==> config.mk <==
export PLATFORM = sky130hd
export DESIGN_NAME = addsub_seq64_flat
export DESIGN_NICKNAME = d
export VERILOG_FILES = /design/src/rtl/addsub_seq64_if.sv /design/src/rtl/addsub_seq64.sv /design/src/flat_wrapper.sv
export SDC_FILE = /design/constraint.sdc
export NUM_CORES = 1
export LEC_CHECK = 0
export ABC_CLOCK_PERIOD_IN_PS = 11250
export BUFFER_PORTS_ARGS = -buffer_cell sky130_fd_sc_hd__buf_2
export CORE_MARGIN = 2
export CORE_UTILIZATION = 50
export CTS_CLUSTER_DIAMETER = 100
export DETAILED_ROUTE_END_ITERATION = 12
export HOLD_SLACK_MARGIN = 0.06
export PLACE_DENSITY = 0.76
export SLEW_MARGIN = 5
export SYNTH_ARGS = -nofsm -noshare
export SYNTH_HDL_FRONTEND = slang
export SYNTH_SLANG_ARGS = --single-unit
==> constraint.sdc <==
create_clock -name clk -period 11.25 [get_ports clk]
set_input_delay 3.375 -clock clk [delete_from_list [all_inputs] [get_ports clk]]
set_output_delay 3.375 -clock clk [all_outputs]
set_load 0.05 [all_outputs]
==> src/rtl/addsub_seq64_if.sv <==
// Handshake bus for the sequential adder/subtractor: operand request in,
// result plus flags out, each side on its own valid/ready pair.
interface addsub_seq64_if #(
  parameter int unsigned WIDTH = 64
);
  logic             in_valid;
  logic             in_ready;
  logic [WIDTH-1:0] a;
  logic [WIDTH-1:0] b;
  logic             op;
  logic             out_valid;
  logic             out_ready;
  logic [WIDTH-1:0] sum;
  logic             carry;
  logic             overflow;
  logic             zero;
  logic             negative;

  // Requester: drives operands and accepts results
  modport master (
    output in_valid, a, b, op, out_ready,
    input  in_ready, out_valid, sum, carry, overflow, zero, negative
  );

  // Arithmetic block: consumes operands and produces results
  modport slave (
    input  in_valid, a, b, op, out_ready,
    output in_ready, out_valid, sum, carry, overflow, zero, negative
  );
endinterface

==> src/rtl/addsub_seq64.sv <==
// Multi-cycle WIDTH-bit adder/subtractor. One SLICE-bit chunk is added per
// clock through a narrow ripple adder; subtraction is A + ~B + 1.
module addsub_seq64 #(
  parameter int unsigned WIDTH = 64,
  parameter int unsigned SLICE = 8
) (
  input logic           clk,
  input logic           rst,
  addsub_seq64_if.slave bus
);

  localparam int unsigned NSLICE = WIDTH / SLICE;
  localparam int unsigned CNT_W  = (NSLICE > 1) ? $clog2(NSLICE) : 1;
  localparam int unsigned SUM_W  = SLICE + 1;
  localparam logic [CNT_W-1:0] LAST_SLICE = CNT_W'(NSLICE - 1);

  typedef enum logic [1:0] {
    ST_IDLE = 2'd0,
    ST_CALC = 2'd1,
    ST_DONE = 2'd2
  } state_e;

  state_e           state_q, state_d;
  logic [WIDTH-1:0] a_q, a_d;
  logic [WIDTH-1:0] b_q, b_d;
  logic [WIDTH-1:0] res_q, res_d;
  logic             cy_q, cy_d;
  logic [CNT_W-1:0] cnt_q, cnt_d;
  logic [WIDTH-1:0] sum_q, sum_d;
  logic             carry_q, carry_d;
  logic             ovf_q, ovf_d;
  logic             zero_q, zero_d;
  logic             neg_q, neg_d;
  logic             in_ready_q, in_ready_d;
  logic             out_valid_q, out_valid_d;

  logic [SLICE:0]   slice_add_c;
  logic [SLICE-1:0] slice_sum_c;
  logic             msb_cin_c;
  logic [WIDTH-1:0] full_sum_c;

  // Narrow ripple adder on the low slice of the operand shift registers
  assign slice_add_c = {1'b0, a_q[SLICE-1:0]} + {1'b0, b_q[SLICE-1:0]} + SUM_W'(cy_q);
  assign slice_sum_c = slice_add_c[SLICE-1:0];
  // Carry into the top bit of this slice; only meaningful on the last slice
  assign msb_cin_c   = a_q[SLICE-1] ^ b_q[SLICE-1] ^ slice_sum_c[SLICE-1];
  assign full_sum_c  = {slice_sum_c, res_q[WIDTH-1:SLICE]};

  // Next-state, datapath and flag logic
  always_comb begin
    state_d     = state_q;
    a_d         = a_q;
    b_d         = b_q;
    res_d       = res_q;
    cy_d        = cy_q;
    cnt_d       = cnt_q;
    sum_d       = sum_q;
    carry_d     = carry_q;
    ovf_d       = ovf_q;
    zero_d      = zero_q;
    neg_d       = neg_q;
    in_ready_d  = in_ready_q;
    out_valid_d = out_valid_q;

    case (state_q)
      ST_IDLE: begin
        if (bus.in_valid) begin
          a_d     = bus.a;
          b_d     = bus.op ? ~bus.b : bus.b;
          cy_d    = bus.op;
          cnt_d   = '0;
          res_d   = '0;
          state_d = ST_CALC;
        end
      end
      ST_CALC: begin
        res_d = full_sum_c;
        a_d   = a_q >> SLICE;
        b_d   = b_q >> SLICE;
        cy_d  = slice_add_c[SLICE];
        cnt_d = cnt_q + CNT_W'(1);
        if (cnt_q == LAST_SLICE) begin
          sum_d   = full_sum_c;
          carry_d = slice_add_c[SLICE];
          ovf_d   = msb_cin_c ^ slice_add_c[SLICE];
          zero_d  = (full_sum_c == '0);
          neg_d   = full_sum_c[WIDTH-1];
          state_d = ST_DONE;
        end
      end
      ST_DONE: begin
        if (bus.out_ready) begin
          state_d = ST_IDLE;
        end
      end
      default: state_d = ST_IDLE;
    endcase

    in_ready_d  = (state_d == ST_IDLE);
    out_valid_d = (state_d == ST_DONE);
  end

  // State and datapath registers with asynchronous reset
  always_ff @(posedge clk or posedge rst) begin
    if (rst) begin
      state_q     <= ST_IDLE;
      a_q         <= '0;
      b_q         <= '0;
      res_q       <= '0;
      cy_q        <= 1'b0;
      cnt_q       <= '0;
      sum_q       <= '0;
      carry_q     <= 1'b0;
      ovf_q       <= 1'b0;
      zero_q      <= 1'b0;
      neg_q       <= 1'b0;
      in_ready_q  <= 1'b1;
      out_valid_q <= 1'b0;
    end else begin
      state_q     <= state_d;
      a_q         <= a_d;
      b_q         <= b_d;
      res_q       <= res_d;
      cy_q        <= cy_d;
      cnt_q       <= cnt_d;
      sum_q       <= sum_d;
      carry_q     <= carry_d;
      ovf_q       <= ovf_d;
      zero_q      <= zero_d;
      neg_q       <= neg_d;
      in_ready_q  <= in_ready_d;
      out_valid_q <= out_valid_d;
    end
  end

  assign bus.in_ready  = in_ready_q;
  assign bus.out_valid = out_valid_q;
  assign bus.sum       = sum_q;
  assign bus.carry     = carry_q;
  assign bus.overflow  = ovf_q;
  assign bus.zero      = zero_q;
  assign bus.negative  = neg_q;

endmodule

==> src/flat_wrapper.sv <==
// flat-port wrapper written by rule: the top's interface ports become plain ports
module addsub_seq64_flat 
#(
  parameter int unsigned WIDTH = 64,
  parameter int unsigned SLICE = 8
)
  (clk, rst, bus_in_valid, bus_a, bus_b, bus_op, bus_out_ready, bus_in_ready, bus_out_valid, bus_sum, bus_carry, bus_overflow, bus_zero, bus_negative);
  addsub_seq64_if #(.WIDTH(WIDTH)) bus_i ();
  input logic clk;
  input logic rst;
  input wire logic [$bits(bus_i.in_valid)-1:0] bus_in_valid;
  input wire logic [$bits(bus_i.a)-1:0] bus_a;
  input wire logic [$bits(bus_i.b)-1:0] bus_b;
  input wire logic [$bits(bus_i.op)-1:0] bus_op;
  input wire logic [$bits(bus_i.out_ready)-1:0] bus_out_ready;
  output wire logic [$bits(bus_i.in_ready)-1:0] bus_in_ready;
  output wire logic [$bits(bus_i.out_valid)-1:0] bus_out_valid;
  output wire logic [$bits(bus_i.sum)-1:0] bus_sum;
  output wire logic [$bits(bus_i.carry)-1:0] bus_carry;
  output wire logic [$bits(bus_i.overflow)-1:0] bus_overflow;
  output wire logic [$bits(bus_i.zero)-1:0] bus_zero;
  output wire logic [$bits(bus_i.negative)-1:0] bus_negative;
  assign bus_i.in_valid = bus_in_valid;
  assign bus_i.a = bus_a;
  assign bus_i.b = bus_b;
  assign bus_i.op = bus_op;
  assign bus_i.out_ready = bus_out_ready;
  assign bus_in_ready = bus_i.in_ready;
  assign bus_out_valid = bus_i.out_valid;
  assign bus_sum = bus_i.sum;
  assign bus_carry = bus_i.carry;
  assign bus_overflow = bus_i.overflow;
  assign bus_zero = bus_i.zero;
  assign bus_negative = bus_i.negative;
  addsub_seq64 #(.WIDTH(WIDTH), .SLICE(SLICE)) u_core (.clk(clk), .rst(rst), .bus(bus_i));
endmodule
==> key figures <==
Outcome
  – Status: finished, final reports clean

Synth
  – Synthesized area: 0.0115 mm²
  – Top cells by area, synth: dfrtp_1 (56%), o22ai_1 (6.9%), mux2_2 (5.8%)
  – Synth top area share: between 50 and 60%
  – Post-synthesis register bit count: approximately 260
  – Top-count cell post-synth: dfrtp_1
  – Mean Syn Cell Area: 11.0 µm²
  – Ys Warns: 0
  – Most instantiated cells after synthesis: dfrtp_1 (258), o22ai_1 (127), a21oi_1 (119), a22o_1 (69), nand2_1 (64)
  – Syn_nets: roughly 1200
  – Post-synth EDFFs: 0
  – Largest area contributor in the netlist: dfrtp_1
  – Seq/Total Area, Yosys: 56.4%
  – Unique masters post-synth: 42
  – FFs w/ async S/R, synth: 100%
  – Cells after Synth: approximately 1000
  – Post-synth top flop: dfrtp_1

Min path
  – Hold Path Class: reg -> reg

STA
  – Fmax: 185 MHz
  – RSZ-0062 raised after global routing: false
  – TNS Setup: 0 ps
  – Worst Skew: between 10 and 15 ps
  – Setup violators final: 0
  – Hold Worst Slack: 478 ps
  – Final period utilization: about half
  – Rel. slew slack: about 27%
  – Hold Fails Final Rpt: 0
  – Final WS setup: a little under 6000 ps
  – Slew Viols, Final: 0
  – Slew @ Worst Pin: 1100 ps
  – Final min period: between 5000 and 6000 ps

Clock network
  – Htree depth: 1
  – Worst skew pair latency: ~520 ps
  – Post-CTS Hold Fix Bufs: 0
  – Number of post-CTS setup repair buffers: 0
  – Max Root-Sink Buffers: 3
  – TritonCTS clock tree: done
  – TritonCTS Buffers: 27
  – Gates resized, CTS repair: 0
  – Clk slew on worst S/H paths: about 60 ps
  – Root buffer cell: clkbuf_16
  – CTS sink count: around 260

Final layout
  – Filler cells: roughly 1900
  – Final #Nets: between 1000 and 1500
  – Design Area, Final: 0.0134 mm²
  – Area Growth Syn to Fin: 16.9%
  – Share of layout cells above drive strength 1: a little over a quarter

Route
  – DR iter-0 viols: 677
  – Drc violations: 0
  – Antenna viol nets, final: 0
  – Detailed-route via count: 8931
  – DRT Wirelength: ~28000 µm
  – Vias/cell: 5.94
  – Wire length per cell: between 15 and 20 µm
  – Pre-Repair DR Iteration Count: 5

Critical path
  – Critical Path Sink Type: flip-flop
  – WP data arrival: around 5800 ps
  – CP startpoint kind: primary input
  – Setup CP Type: in -> reg
  – Worst Path Required: ~12000 ps
  – Crit Path Max Fanout: 103

Placement
  – Number of buffers added on ports: roughly 200
  – Setup WS pre-CTS: around 5400 ps
  – Final Wtd Congestion: a little over 0.8
  – Post-DP Area: roughly 0.013 mm²
  – DP HPWL: around 18000 µm

Global routing
  – First-pass GRT wire length: about 45000 µm
  – Antenna violations before repair: 2
  – Grt ovf: 0
  – Largest net degree at the start of global routing: between 100 and 150
  – Vias in the first global route: 8572
  – GRT Total Usage: a little under a quarter

Power
  – Pwr Density: 325 mW/mm²
  – Post-layout total power: ~4400 µW
  – Peak VDD IR: roughly 0.15 mV
  – Lkg Pwr: approximately 0.0062 µW

Floorplan
  – Die area: 0.0242 mm²
  – Die Ht: between 150 and 200 µm
  – Site Rows: 55
  – Core Box Area: about 0.023 mm²
  – Starting Density: between 50% and 60%
  – Io pins: roughly 200
  – Chip width: around 160 µm

Run
  – Max-cap violations: 0
==> cell usage in the layout, fill, tap and decap left out, drive strengths merged, types with 2 or more instances in the layout <==
master and instances:
dfrtp 258, buf 212, o22ai 127, a21oi 119, a22o 70, nand2 64, o21ai 62, mux2 59
nor2 58, xnor2 50, clkbuf 38, xor2 17, nor4 16, ha 9, inv 7, o31ai 6
clkinv 5, a21o 4, nand4 4, nand3 3, diode 2, and2 2, o21bai 2, a21boi 2
nor3 2, o211ai 2, fa 2, bufinv 2, and3 2
==> report_power, final <==
| group | leakage, µW | internal (µW) | switching, µW |
|---|---|---|---|
| clock network | 0.000422 | 513 | 362 |
| logic | 0.00249 | 645 | 1160 |
| registers | 0.00326 | 1340 | 344 |
| total | 0.00617 | 2500 | 1860 |
==> through the flow <==
stage               cells  utilization [%]
detailed placement   1454             55.6
global placement     1454             55.6
global route         1501             59.5
floorplan            1047                -
finish               1503             59.5
CTS                  1501             59.5
==> cells by family after synthesis <==
family / after synthesis / share of synthesized area, %
xor gates and xnor gates: 67 / 5.11
DFF: 259 / 56.4
muxes: 59 / 5.78
AOI/OAI and AO/OA: 402 / 22.0
and+or+nand+nor: 153 / 5.67
adders and majority gates: 11 / 1.33
buffers and inverters: 96 / 3.71
==> metal layers <==
layer | share of wire (%) | global-route usage [%]
met2 | 47 | 36.5
met5 | 0 | 0
met3 | 5.6 | 3.31
met1 | 44 | 33.0
met4 | 2.6 | 6.77
==> sequential cells by signal (all words and copies together), names as in the netlist, 2 cells and up <==
name            cells
u_core.res_q       56
u_core.b_q         64
u_core.cnt_q        3
u_core.state_q      2
u_core.bus.sum     64
u_core.a_q         64
==> final cells by class <==
cell class	count	area [µm²]	area share [%]
sequential	259	6480	48.3
antenna	2	5.00	0.0373
inverter	6	30.0	0.224
clock buffer	38	757	5.64
multi-input combinational	692	4600	34.3
timing repair buffer	212	1090	8.11
clock inverter	9	105	0.783
tap	285	357	2.66
==> critical path, stage by stage <==
cell and delay, ps:
buf_2 90, buf_4 320, o21ai_4 210, buf_4 580, buf_4 800, o21ai_0 240
==> path summary, 6_finish.rpt <==
path | startpoint | end | slack, ps | depth (start not counted)
setup / recovery | bus_in_valid | u_core.b_q[44] | 5850 | 6
hold / removal | u_core.b_q[48] | u_core.b_q[48] | 480 | 2
setup reg to reg | u_core.cy_q | u_core.bus.zero | 8280 | 7
hold reg to reg | u_core.b_q[48] | u_core.b_q[48] | 480 | 2
max in group asynchronous | rst | u_core.bus.sum[4] | 6750 | 3
min in group asynchronous | rst | u_core.bus.sum[39] | 2960 | 2
No activity file was read; power rests on OpenSTA's default activity.
